--- src/rtl/cnn_stream_loader.sv ---
// cnn_stream_loader: loads data and filter word streams into bus-width write beats, then pulses start
// Optional: `define CNN_LOADER_LENGTH_CHECK_EN to check payload length against rows*cols and drive errorOut
module cnn_stream_loader #(
    parameter int BUS_ADDR_WIDTH = 32,
    parameter int BUS_DATA_WIDTH = 64,
    parameter int DATA_WIDTH = 32,
    parameter int MAX_SIZE = 4096,
    parameter int FILT_BASE = 2048,
    localparam int DIM_WIDTH = $clog2(MAX_SIZE) + 1,
    localparam int BE_WIDTH = BUS_DATA_WIDTH / 8
) (
    input  logic                      clkIn,
    input  logic                      rstIn,
    input  logic [DATA_WIDTH-1:0]     dataIn,
    input  logic                      dataValidIn,
    input  logic                      dataLastIn,
    output logic                      dataReadyOut,
    input  logic [DATA_WIDTH-1:0]     filtIn,
    input  logic                      filtValidIn,
    input  logic                      filtLastIn,
    output logic                      filtReadyOut,
    input  logic                      accelBusyIn,
    output logic [DIM_WIDTH-1:0]      dataRowsOut,
    output logic [DIM_WIDTH-1:0]      dataColsOut,
    output logic [DIM_WIDTH-1:0]      filtRowsOut,
    output logic [DIM_WIDTH-1:0]      filtColsOut,
    output logic [BUS_ADDR_WIDTH-1:0] addrOut,
    output logic [BE_WIDTH-1:0]       wrEnOut,
    output logic [BUS_DATA_WIDTH-1:0] wrDataOut,
    output logic                      startOut,
    output logic                      errorOut
);
    localparam int NUM_WORDS = BUS_DATA_WIDTH / DATA_WIDTH;
    localparam int WE_WIDTH = DATA_WIDTH / 8;
    localparam int LANE_W = NUM_WORDS > 1 ? $clog2(NUM_WORDS) : 1;

    typedef enum logic [3:0] {IDLE, DCOLS, DROWS, DLOAD, FCOLS, FROWS, FLOAD, DRAIN, START} state_t;

    state_t                    state_q;
    logic [LANE_W-1:0]         lane_q;
    logic [BUS_ADDR_WIDTH-1:0] addr_q;
    logic [BUS_DATA_WIDTH-1:0] buf_q, beat_data;
    logic [BE_WIDTH-1:0]       en_q, beat_en;
    logic                      drain_filt_q, acc, last, full, issue;
    logic [DATA_WIDTH-1:0]     word;

    assign dataReadyOut = state_q inside {DCOLS, DROWS, DLOAD} || (state_q == DRAIN && !drain_filt_q);
    assign filtReadyOut = state_q inside {FCOLS, FROWS, FLOAD} || (state_q == DRAIN && drain_filt_q);
    assign acc = dataReadyOut ? dataValidIn : filtReadyOut & filtValidIn;
    assign word = dataReadyOut ? dataIn : filtIn;
    assign last = dataReadyOut ? dataLastIn : filtLastIn;
    assign full = lane_q == LANE_W'(NUM_WORDS - 1);

    // Merge the accepted word into its lane of the pending beat
    always_comb begin
        beat_data = buf_q;
        beat_en = en_q;
        beat_data[lane_q*DATA_WIDTH +: DATA_WIDTH] = word;
        beat_en[lane_q*WE_WIDTH +: WE_WIDTH] = '1;
    end

`ifdef CNN_LOADER_LENGTH_CHECK_EN
    localparam int CW = 2 * DIM_WIDTH;
    logic [CW-1:0] count_q, cnt_nxt, exp_len, hdr_len;
    logic          hdr_bad, short_end, reach;
    assign hdr_len = CW'(word[DIM_WIDTH-1:0]) * CW'(state_q == DROWS ? dataColsOut : filtColsOut);
    assign hdr_bad = hdr_len == '0 || hdr_len > CW'(MAX_SIZE);
    assign exp_len = state_q == DLOAD ? CW'(dataRowsOut) * CW'(dataColsOut) : CW'(filtRowsOut) * CW'(filtColsOut);
    assign cnt_nxt = count_q + 1'b1;
    assign short_end = last && cnt_nxt < exp_len;
    assign reach = cnt_nxt == exp_len;
    assign issue = full | last | reach;
`else
    assign issue = full | last;
    assign errorOut = 1'b0;
`endif

    // Loader FSM: header capture, beat packing/issue and start pulse
    always_ff @(posedge clkIn or negedge rstIn) begin
        if (!rstIn) begin
            state_q <= IDLE;
            lane_q <= '0;
            addr_q <= '0;
            buf_q <= '0;
            en_q <= '0;
            drain_filt_q <= 1'b0;
            dataRowsOut <= '0;
            dataColsOut <= '0;
            filtRowsOut <= '0;
            filtColsOut <= '0;
            addrOut <= '0;
            wrEnOut <= '0;
            wrDataOut <= '0;
            startOut <= 1'b0;
`ifdef CNN_LOADER_LENGTH_CHECK_EN
            count_q <= '0;
            errorOut <= 1'b0;
`endif
        end else begin
            wrEnOut <= '0;
            startOut <= 1'b0;
            case (state_q)
                IDLE: if (!accelBusyIn && dataValidIn) state_q <= DCOLS;
                DCOLS: if (acc) begin
                    dataColsOut <= word[DIM_WIDTH-1:0];
                    state_q <= DROWS;
                end
                FCOLS: if (acc) begin
                    filtColsOut <= word[DIM_WIDTH-1:0];
                    state_q <= FROWS;
                end
                DROWS, FROWS: if (acc) begin
                    if (state_q == DROWS) dataRowsOut <= word[DIM_WIDTH-1:0];
                    else filtRowsOut <= word[DIM_WIDTH-1:0];
                    addr_q <= state_q == DROWS ? '0 : BUS_ADDR_WIDTH'(FILT_BASE);
                    lane_q <= '0;
                    en_q <= '0;
                    state_q <= state_q == DROWS ? DLOAD : FLOAD;
`ifdef CNN_LOADER_LENGTH_CHECK_EN
                    count_q <= '0;
                    if (hdr_bad) begin
                        errorOut <= 1'b1;
                        drain_filt_q <= state_q == FROWS;
                        state_q <= DRAIN;
                    end
`endif
                end
                DLOAD, FLOAD: if (acc) begin
                    buf_q <= beat_data;
                    if (issue) begin
                        wrEnOut <= beat_en;
                        wrDataOut <= beat_data;
                        addrOut <= addr_q;
                        addr_q <= addr_q + 1'b1;
                        lane_q <= '0;
                        en_q <= '0;
                    end else begin
                        lane_q <= lane_q + 1'b1;
                        en_q <= beat_en;
                    end
                    if (last) state_q <= state_q == DLOAD ? FCOLS : START;
`ifdef CNN_LOADER_LENGTH_CHECK_EN
                    count_q <= cnt_nxt;
                    if (short_end) begin
                        errorOut <= 1'b1;
                        state_q <= IDLE;
                    end else if (reach && !last) begin
                        errorOut <= 1'b1;
                        drain_filt_q <= state_q == FLOAD;
                        state_q <= DRAIN;
                    end
`endif
                end
                DRAIN: if (acc && last) state_q <= IDLE;
                START: begin
                    startOut <= 1'b1;
                    state_q <= IDLE;
                end
                default: state_q <= IDLE;
            endcase
        end
    end
endmodule

--- config.mk ---
export PLATFORM = sky130hd
export DESIGN_NAME = cnn_stream_loader
export DESIGN_NICKNAME = d
export VERILOG_FILES = /design/src/rtl/cnn_stream_loader.sv
export SDC_FILE = /design/constraint.sdc
export NUM_CORES = 1
export LEC_CHECK = 0
export CAP_MARGIN = 20
export CORE_MARGIN = 2
export CORE_UTILIZATION = 25
export DETAILED_ROUTE_END_ITERATION = 12
export HOLD_SLACK_MARGIN = 0.06
export MAX_ROUTING_LAYER = met4
export PLACE_DENSITY_LB_ADDON = 0.2
export SLEW_MARGIN = 20
export SYNTH_ARGS = -nofsm -noshare
export SYNTH_HDL_FRONTEND = slang
export SYNTH_SLANG_ARGS = --single-unit
--- constraint.sdc ---
create_clock -name clkIn -period 7.1 [get_ports clkIn]
set_clock_uncertainty 0.05 [all_clocks]
set_input_delay 1.42 -clock clkIn [delete_from_list [all_inputs] [get_ports clkIn]]
set_output_delay 1.42 -clock clkIn [all_outputs]
set_load 0.005 [all_outputs]
Yosys cells after proc, flatten, opt, wreduce, memory -nomap -nowiden. Cells that the tools add are included.

Memory bits (writable): 0. Bits in read-only memories: 0. Register bits: 266. Output and inout bits: 160. Memories: 0. Bits in latches: 0. Word-level logic and storage cells: 95.

Reductions and logical operators: 23. Add/subtract/negate cells: 4. Multipliers: 0. Bitwise gates (word level): 3. $lt $le $gt $ge: 0. Div/mod/pow operators: 0. Shift-type cells: 4. Mux-type cells: 32. Equal/unequal tests: 16.

Operators by type and width (count): 32-bit two-way mux (4); 64-bit bitwise mux (1); 32-bit case mux with 2 select lines (1); 32-bit by 34-bit variable shift with 64-bit output, first input constant (1); 32-bit by 34-bit variable part select with 64-bit output (1); 8-bit two-way mux (6); 3-bit negator with 34-bit output (1); 6-bit negator with 34-bit output (1); 4-bit by 34-bit variable shift with 8-bit output, first input constant (1); 4-bit by 34-bit variable part select with 8-bit output, first input constant (1); 32-bit by 1-bit adder with 32-bit output, second input constant (1); 4-bit two-way mux (8); 4-bit case mux with 6 select lines (1); 4-bit by 3-bit equality test with 1-bit output, second input constant (4); 8-bit case mux with 2 select lines (1); 2-bit != test, second input constant (7); 12-bit two-way mux (1); 3-bit AND reduction (4); 8-bit bitwise mux (1); 4-bit by 2-bit equality test with 1-bit output, second input constant (2); 7-bit AND reduction (1); 1-bit two-way mux (6); 2-bit AND reduction (3); 3-bit nonzero test (2); 16 further kinds (22).

Longest topological paths before layout.
Depth in word-level cells: 8. Depth in mapped cells: 9. Mapped depth without buffers: 6.

Least setup slack after synthesis. No wires, ideal clock.

Path kind: input port to flip-flop. Start: in dataValidIn. End: reg addr_q[30]. Arrival: 2.880 ns. Slack: 4.097 ns. Stages on the path: 6. Cells stage by stage: nand3b_1 > o22a_1 > or3_4 > buf_6 > or4_4 > a21oi_2.

Word-level cells in the longest chain between the ends: 3.

Ends and longest elaborated chain: from (decl) (line 15) `input logic dataValidIn,`; 1-bit two-way mux * (line 49) `assign acc = dataReadyOut ? dataValidIn : filtReadyOut & filtValidIn;`; 2-bit != test (no source line); 4-bit AND reduction (no source line) *; to (signal assigned) (line 115) `addr_q <= state_q == DROWS ? '0 : BUS_ADDR_WIDTH'(FILT_BASE);`; to (signal assigned) (line 134) `addr_q <= addr_q + 1'b1;`; to (decl) (line 41) `logic [BUS_ADDR_WIDTH-1:0] addr_q;`.

Mark *: on every way between the ends. The rest lies on a longest branch, timed or not. A chain may end at the register's enable or synchronous reset.

Worst setup path after layout.
Start: reg state_q[0]. End: out dataReadyOut.

Word-level cells in the longest chain between the ends: 3.

Ends and longest elaborated chain: from (decl) (line 39) `state_t state_q;`; from (signal assigned) (line 118) `state_q <= state_q == DROWS ? DLOAD : FLOAD;`; from (signal assigned) (line 141) `if (last) state_q <= state_q == DLOAD ? FCOLS : START;`; 4-bit by 1-bit equality test with 1-bit output (tied with other cells) (line 47) `assign dataReadyOut = state_q inside {DCOLS, DROWS, DLOAD} || (state_q == DRAIN && !drain_filt_q);`; 3-bit nonzero test / 1-bit logical AND (equally long branches) (line 47); 1-bit logical OR * (line 47); to (decl) (line 17) `output logic dataReadyOut,`.

Marks and branches as above.

==> flow_summary.rst <==
.. list-table::
   :header-rows: 1

   * - Metric
     - Value
   * - Outcome
     - finished clean
   * - Drt pass-1 iters
     - 5
   * - Max VDD drop
     - 0.156 mV
   * - Area of the mapped netlist
     - 11,300 µm²
   * - Number of primary I/O pins
     - 231
   * - Drc violations
     - 0
   * - Mapped Avg Cell Area
     - 11.8 µm²
   * - Max H-tree Level
     - 1
   * - Flip-flop and latch count after synthesis
     - 259
   * - Leakage power of the design
     - 6.49 nW
   * - Crit path max fanout
     - 18
   * - Routed via count divided by cell count
     - 4.47
   * - Cell Pwr Density
     - 415 nW/µm²
   * - Max-slew headroom
     - 31.8%
   * - Initial core utilization
     - 25.5%
   * - Insertion delay to the later sink of the worst-skew pair
     - 0.56 ns
   * - RePlAce Congestion
     - 0.785
   * - Footprint of the flip-flops and latches
     - 6480 µm²
   * - YS warnings
     - 1
   * - Library cell occupying the most area in the post-synthesis netlist
     - sky130_fd_sc_hd__dfrtp_1
   * - Achievable clock frequency
     - 258 MHz
   * - Area of the multi-input gates
     - 4550 µm²
   * - Setup violation total in the final timing report
     - 0
   * - Finished Cell Area
     - 15,300 µm²
   * - Worst-case clock buffer depth
     - 3
   * - Number of antenna-violating nets in the routed design
     - 0
   * - Biggest area contributors in the synthesized netlist
     - sky130_fd_sc_hd__dfrtp_1 57%, sky130_fd_sc_hd__mux2_2 19%, sky130_fd_sc_hd__a21oi_1 3.5%
   * - Port Buffer Count
     - 229
   * - Antenna violations before repair
     - 0
   * - Arrival time of the worst setup path
     - 2.40 ns
   * - Clock buffers created by TritonCTS
     - 30
   * - Final critical-path share of the clock period
     - 54.5%
   * - Gr ovfl total
     - 0
   * - Detailed-route wire length per cell
     - 17.4 µm
   * - Post-synth EDFFs
     - 0
   * - Total global-route track usage
     - 13.8%
   * - Standard-cell row count
     - 77
   * - Gate count after technology mapping
     - 957
   * - Cell chain of the critical path
     - or2_2 > nand2_2 > inv_1 > clkdlybuf4s50_1
   * - Most frequent cells after synthesis
     - 259 x sky130_fd_sc_hd__dfrtp_1, 191 x sky130_fd_sc_hd__mux2_2, 81 x sky130_fd_sc_hd__nand2_1
   * - Fillcell total
     - 4,453
   * - Total Wirelength
     - 31,200 µm
   * - Slowest cell delay on critical path
     - 0.58 ns
   * - Antenna Cells
     - 0
   * - Net count reported at finish
     - 1,246
   * - Clock root buffer
     - sky130_fd_sc_hd__clkbuf_16
   * - Instance count after placement with tap cells included
     - 1,734
   * - Width of the die
     - 217 µm
   * - Worst Setup End Kind
     - output port
   * - Clock tree from TritonCTS
     - built
   * - Die outline area
     - 47,000 µm²
   * - Startpoint types
     - flop
   * - Min cycle time layout
     - 3.87 ns
   * - Vias in the first global route
     - 8,182
   * - CTS sink cnt
     - 259
   * - Resized Gates After CTS
     - 0
   * - Total number of vias
     - 7,997
   * - Area inside the core boundary
     - 44,400 µm²
   * - Distinct cell type count after synthesis
     - 54
   * - Max-slew violation count
     - 0
   * - Async SR Flop Fraction
     - 100%
   * - Worst hold-check path type
     - flop to flop
   * - Final Instance Count excl. Fillers
     - 1,790
   * - Most instantiated library cell after synthesis
     - sky130_fd_sc_hd__dfrtp_1
   * - Seq/Total Area, Yosys
     - 57.3%
   * - P&R area growth vs syn
     - 35.2%
   * - Transition time at the pin with the least slew margin
     - 1.02 ns
   * - Setup repair after global routing missed its margin
     - no
   * - Number of setup buffers added after CTS
     - 0
   * - CP max-delay cell
     - sky130_fd_sc_hd__dfrtp_1
   * - Worst endpoint required time
     - 5.63 ns
   * - Share of the synthesized area in the top cell type
     - 57.3%
   * - Wire length of the first global-routing pass
     - 49,500 µm
   * - Ratio of cells with drive above 1 in the final layout
     - 23.1%
   * - Post-Syn Nets
     - 1,029
   * - CTS clk-pin slew, worst paths
     - 0.06 ns
   * - Number of max-cap violations
     - 0
   * - CP Class
     - flop to output port
   * - Drt initial violations
     - 360
   * - Pin count of the biggest net entering global routing
     - 113
   * - Flip-flop cell with the highest count after synthesis
     - sky130_fd_sc_hd__dfrtp_1
   * - Half-perimeter wire length after placement
     - 20,700 µm
   * - Total count of hold-check failures in the final report
     - 0
   * - Accumulated negative setup slack
     - 0 ns
   * - # hold bufs at CTS
     - 0
   * - Placed Instance Area
     - 14,300 µm²
   * - Chip height
     - 217 µm
-- sequential cells by signal, indices dropped and copies added, names as in the netlist --
name	cells
wrEnOut	5
en_q	5
filtColsOut	13
addrOut	32
dataColsOut	13
filtRowsOut	13
wrDataOut	64
state_q	4
addr_q	32
buf_q	64
startOut	1
dataRowsOut	13
-- power breakdown --
part,leakage (nW),total (W),internal (W),switching (W)
sequential,3.29,0.00234,0.00199,0.000348
combinational,2.68,0.00241,0.00133,0.00109
clock,0.511,0.00160,0.000983,0.000619
-- worst paths after layout --
| kind | from | end | slack (ns) | cells past startpoint |
|---|---|---|---|---|
| max | state_q[0] | dataReadyOut | 3.23 | 4 |
| min | dataRowsOut[11] | dataRowsOut[11] | 0.43 | 2 |
| max reg2reg | state_q[0] | wrDataOut[6] | 3.83 | 6 |
| min reg2reg | dataRowsOut[11] | dataRowsOut[11] | 0.43 | 2 |
| max in group asynchronous | rstIn | filtColsOut[6] | 4.82 | 2 |
| min in group asynchronous | rstIn | addrOut[31] | 0.80 | 1 |
-- worst max-delay path: cells and delay by family, from the launching register on --
kind                   cells  cell delay (ns)
and+or+nand+nor            2             0.71
DFF                        1             0.58
buffers and inverters      2             0.54
-- per-stage QoR --
stage | hold slack (ns) | setup WS, ns | total power [W] | utilization [%]
after floorplan | 0.401 | 4.10 | 0.00358 | -
after global placement | 0.413 | 2.77 | 0.00480 | 32.1
after detailed placement | 0.420 | 2.73 | 0.00483 | 32.1
after CTS | 0.434 | 3.16 | 0.00649 | 34.5
after global routing | 0.453 | 3.10 | 0.00681 | 34.5
final | 0.428 | 3.23 | 0.00636 | 34.5
-- logic make-up (layout without fill, tap and decap cells) --
logic type	after synthesis	after routing	share of synthesized area, %
flops	259	259	57.3
simple gates	237	237	10.2
mux	210	210	20.7
compound gates	175	175	8.67
buf+inv	72	313	2.84
xor+xnor	2	2	0.155
fa+ha+maj	1	1	0.111
other cells	1	1	0.0331
-- cell type report --
class / instances / share of cell area [%]
tap: 592 / 4.84
clock inverter: 6 / 0.540
timing repair buffer: 248 / 16.0
clock buffer: 50 / 6.25
sequential: 259 / 42.4
multi-input combinational: 626 / 29.7
inverter: 9 / 0.229
-- cell usage in the layout (no fill, tap or decap), drive strengths merged, types with 11 or more instances in the layout --
master,n
a21oi,80
buf,20
clkbuf,50
clkdlybuf4s50,228
dfrtp,259
mux2,191
mux2i,19
nand2,81
nand3,11
nor2,68
o21ai,62
o31ai,14
or4,12
-- per-layer routing --
metal  wire length [µm]  up-vias  global-route usage (%)
met3               2040       46                    3.56
met1              14800     3937                    19.0
met4                588        0                    3.01
met2              13800      184                    20.5
met5                  0        -                       -
li1                   -     3830                       -
Power figures use the tool's default switching activity.
==> variant, RTL diff (config.mk and constraints unchanged) <==
Add a define of `CNN_LOADER_LENGTH_CHECK_EN`.
--- a/src/rtl/cnn_stream_loader.sv
+++ b/src/rtl/cnn_stream_loader.sv
@@ -1,5 +1,7 @@
 // cnn_stream_loader: loads data and filter word streams into bus-width write beats, then pulses start
 // Optional: `define CNN_LOADER_LENGTH_CHECK_EN to check payload length against rows*cols and drive errorOut
+`define CNN_LOADER_LENGTH_CHECK_EN
+
 module cnn_stream_loader #(
     parameter int BUS_ADDR_WIDTH = 32,
     parameter int BUS_DATA_WIDTH = 64,
Function: changed (Yosys sat finds a counterexample within 4 cycles, from zero or initial values and one cycle with rstIn low).
==> variant against the original RTL <==
The flow now finishes with violations (negative setup slack); routed wire length increased to 3.3 times the old value; non-clock buffer count increased by 497; sequential cell count increased by 35; final area increased to 2.6 times the old value; critical endpoint is now addr_q[30]; area after synthesis increased to 2.7 times the old value; worst setup slack got worse by 3800 ps; critical path type is now flip-flop to flip-flop.
Power is not shown: default switching activity piles up to over one toggle a cycle in this logic, so the estimate is an artifact.
==> variant: results (changes against the original RTL) <==
| Metric | Value |
|---|---|
| Final WS setup | `-571 ps (-3800 ps)` |
| Nets | `4646 (+270%)` |
| Cell family with most CP delay | `adder cells` |
| CP Capture Type | `flip-flop` |
| Met2 Use GR | `0.277 (+0.0721)` |
| Gr usage total | `0.173 (+0.0346)` |
| Clk_lat worst skew | `600 ps (+40 ps)` |
| CP Launch Point | `dataColsOut[3]` |
| Outcome | `finished with violations` |
| Post-synthesis mux area share | `0.0470 (-0.160)` |
| First-pass GRT wire length | `158000 µm (+220%)` |
| Buffers on Ports | `230 (+0.44%)` |
| Failing checks | `negative setup slack` |
| Metal-1 WL | `46700 µm (+220%)` |
| Placed wire-length estimate | `80100 µm (+290%)` |
| Yosys cell types | `63 (+17%)` |
| Antenna violations before repair | `7 (+7)` |
| Final setup fails | `145 (+145)` |
| CP arrival | `8130 ps (+5730 ps)` |
| Grt met3 use | `0.0306 (-0.00505)` |
| Worst-Margin Slew | `964 ps (-59.0 ps)` |
| Post-synth net total | `4016 (+290%)` |
| Share of the yosys chip area belonging to registers | `0.245 (-0.328)` |
| Maximum level of the CTS H-tree | `2 (+1)` |
| FF-to-FF path depth | `32 (+26)` |
| Routed len/inst | `18.1 µm (+3.9%)` |
| Placer Congestion | `0.846 (+7.8%)` |
| Iter 0 DRT Violations | `1153 (+220%)` |
| Critical-path maximum fanout | `7 (-11)` |
| Vias in the first global route | `26100 (+220%)` |
| CTS Buf Count | `39 (+30%)` |
| Vias per std cell | `4.45 (-0.34%)` |
| Top post-synthesis cells by area | `dfrtp_1 (24%), fa_1 (24%), ha_1 (10%), nand2_1 (6.6%), inv_1 (5.5%)` |
[variant: cell types whose count changed after synthesis, moves of 115 or more]
cell,change
ha_1,+240
nand2_1,+444
mux2_2,-115
inv_1,+430
nor2_1,+168
fa_1,+363
and2_1,+149
o21ai_0,+170
[variant: worst min-delay path by stage]
stage	startpoint	endpoint	slack (ps)	cells past startpoint
2_1_floorplan	buf_q[32]	buf_q[32]	390	2
3_3_place_gp	buf_q[45]	buf_q[45]	410	2
3_5_place_dp	buf_q[48]	buf_q[48]	420	2
4_1_cts	buf_q[48]	buf_q[48]	430	2
5_1_grt	buf_q[46]	buf_q[46]	450	2
6_report	buf_q[22]	buf_q[22]	430	2
[variant: layout make-up]
type                       count  share of cell area
clock inverter                16             0.00548
antenna                        3            0.000186
tap                         1612              0.0500
clock buffer                  54              0.0275
sequential                   294               0.183
timing repair buffer         745               0.167
multi-input combinational   2451               0.526
inverter                     440              0.0409
[variant: worst min-delay path, stage by stage (launching register included)]
cell,delay [ps]
dfrtp_1,340
nand2_1,40
o21ai_0,60
[variant: metrics by stage]
step                instances  setup WS (ps)  area, µm²  TNS [ps]  hold slack (ps)
floorplan                3341           -172      30700      -610              395
global placement         5473           -922      37800   -115890              407
detailed placement       5473           -894      37800   -113410              416
CTS                      5595           -552      40000    -37530              429
global route             5615           -852      40400    -98020              447
finish                   5615           -571      40400    -47690              425
[variant: what timing repair did]
action / CTS / global route
hold buffers: 0 / 0
resized for setup: 97 / 57
setup buffers: 44 / 18
endpoints found under the setup margin: 151 / 151
cloned: 8 / 0
pin swaps: 46 / 42
hold endpoints to repair: 0 / 0
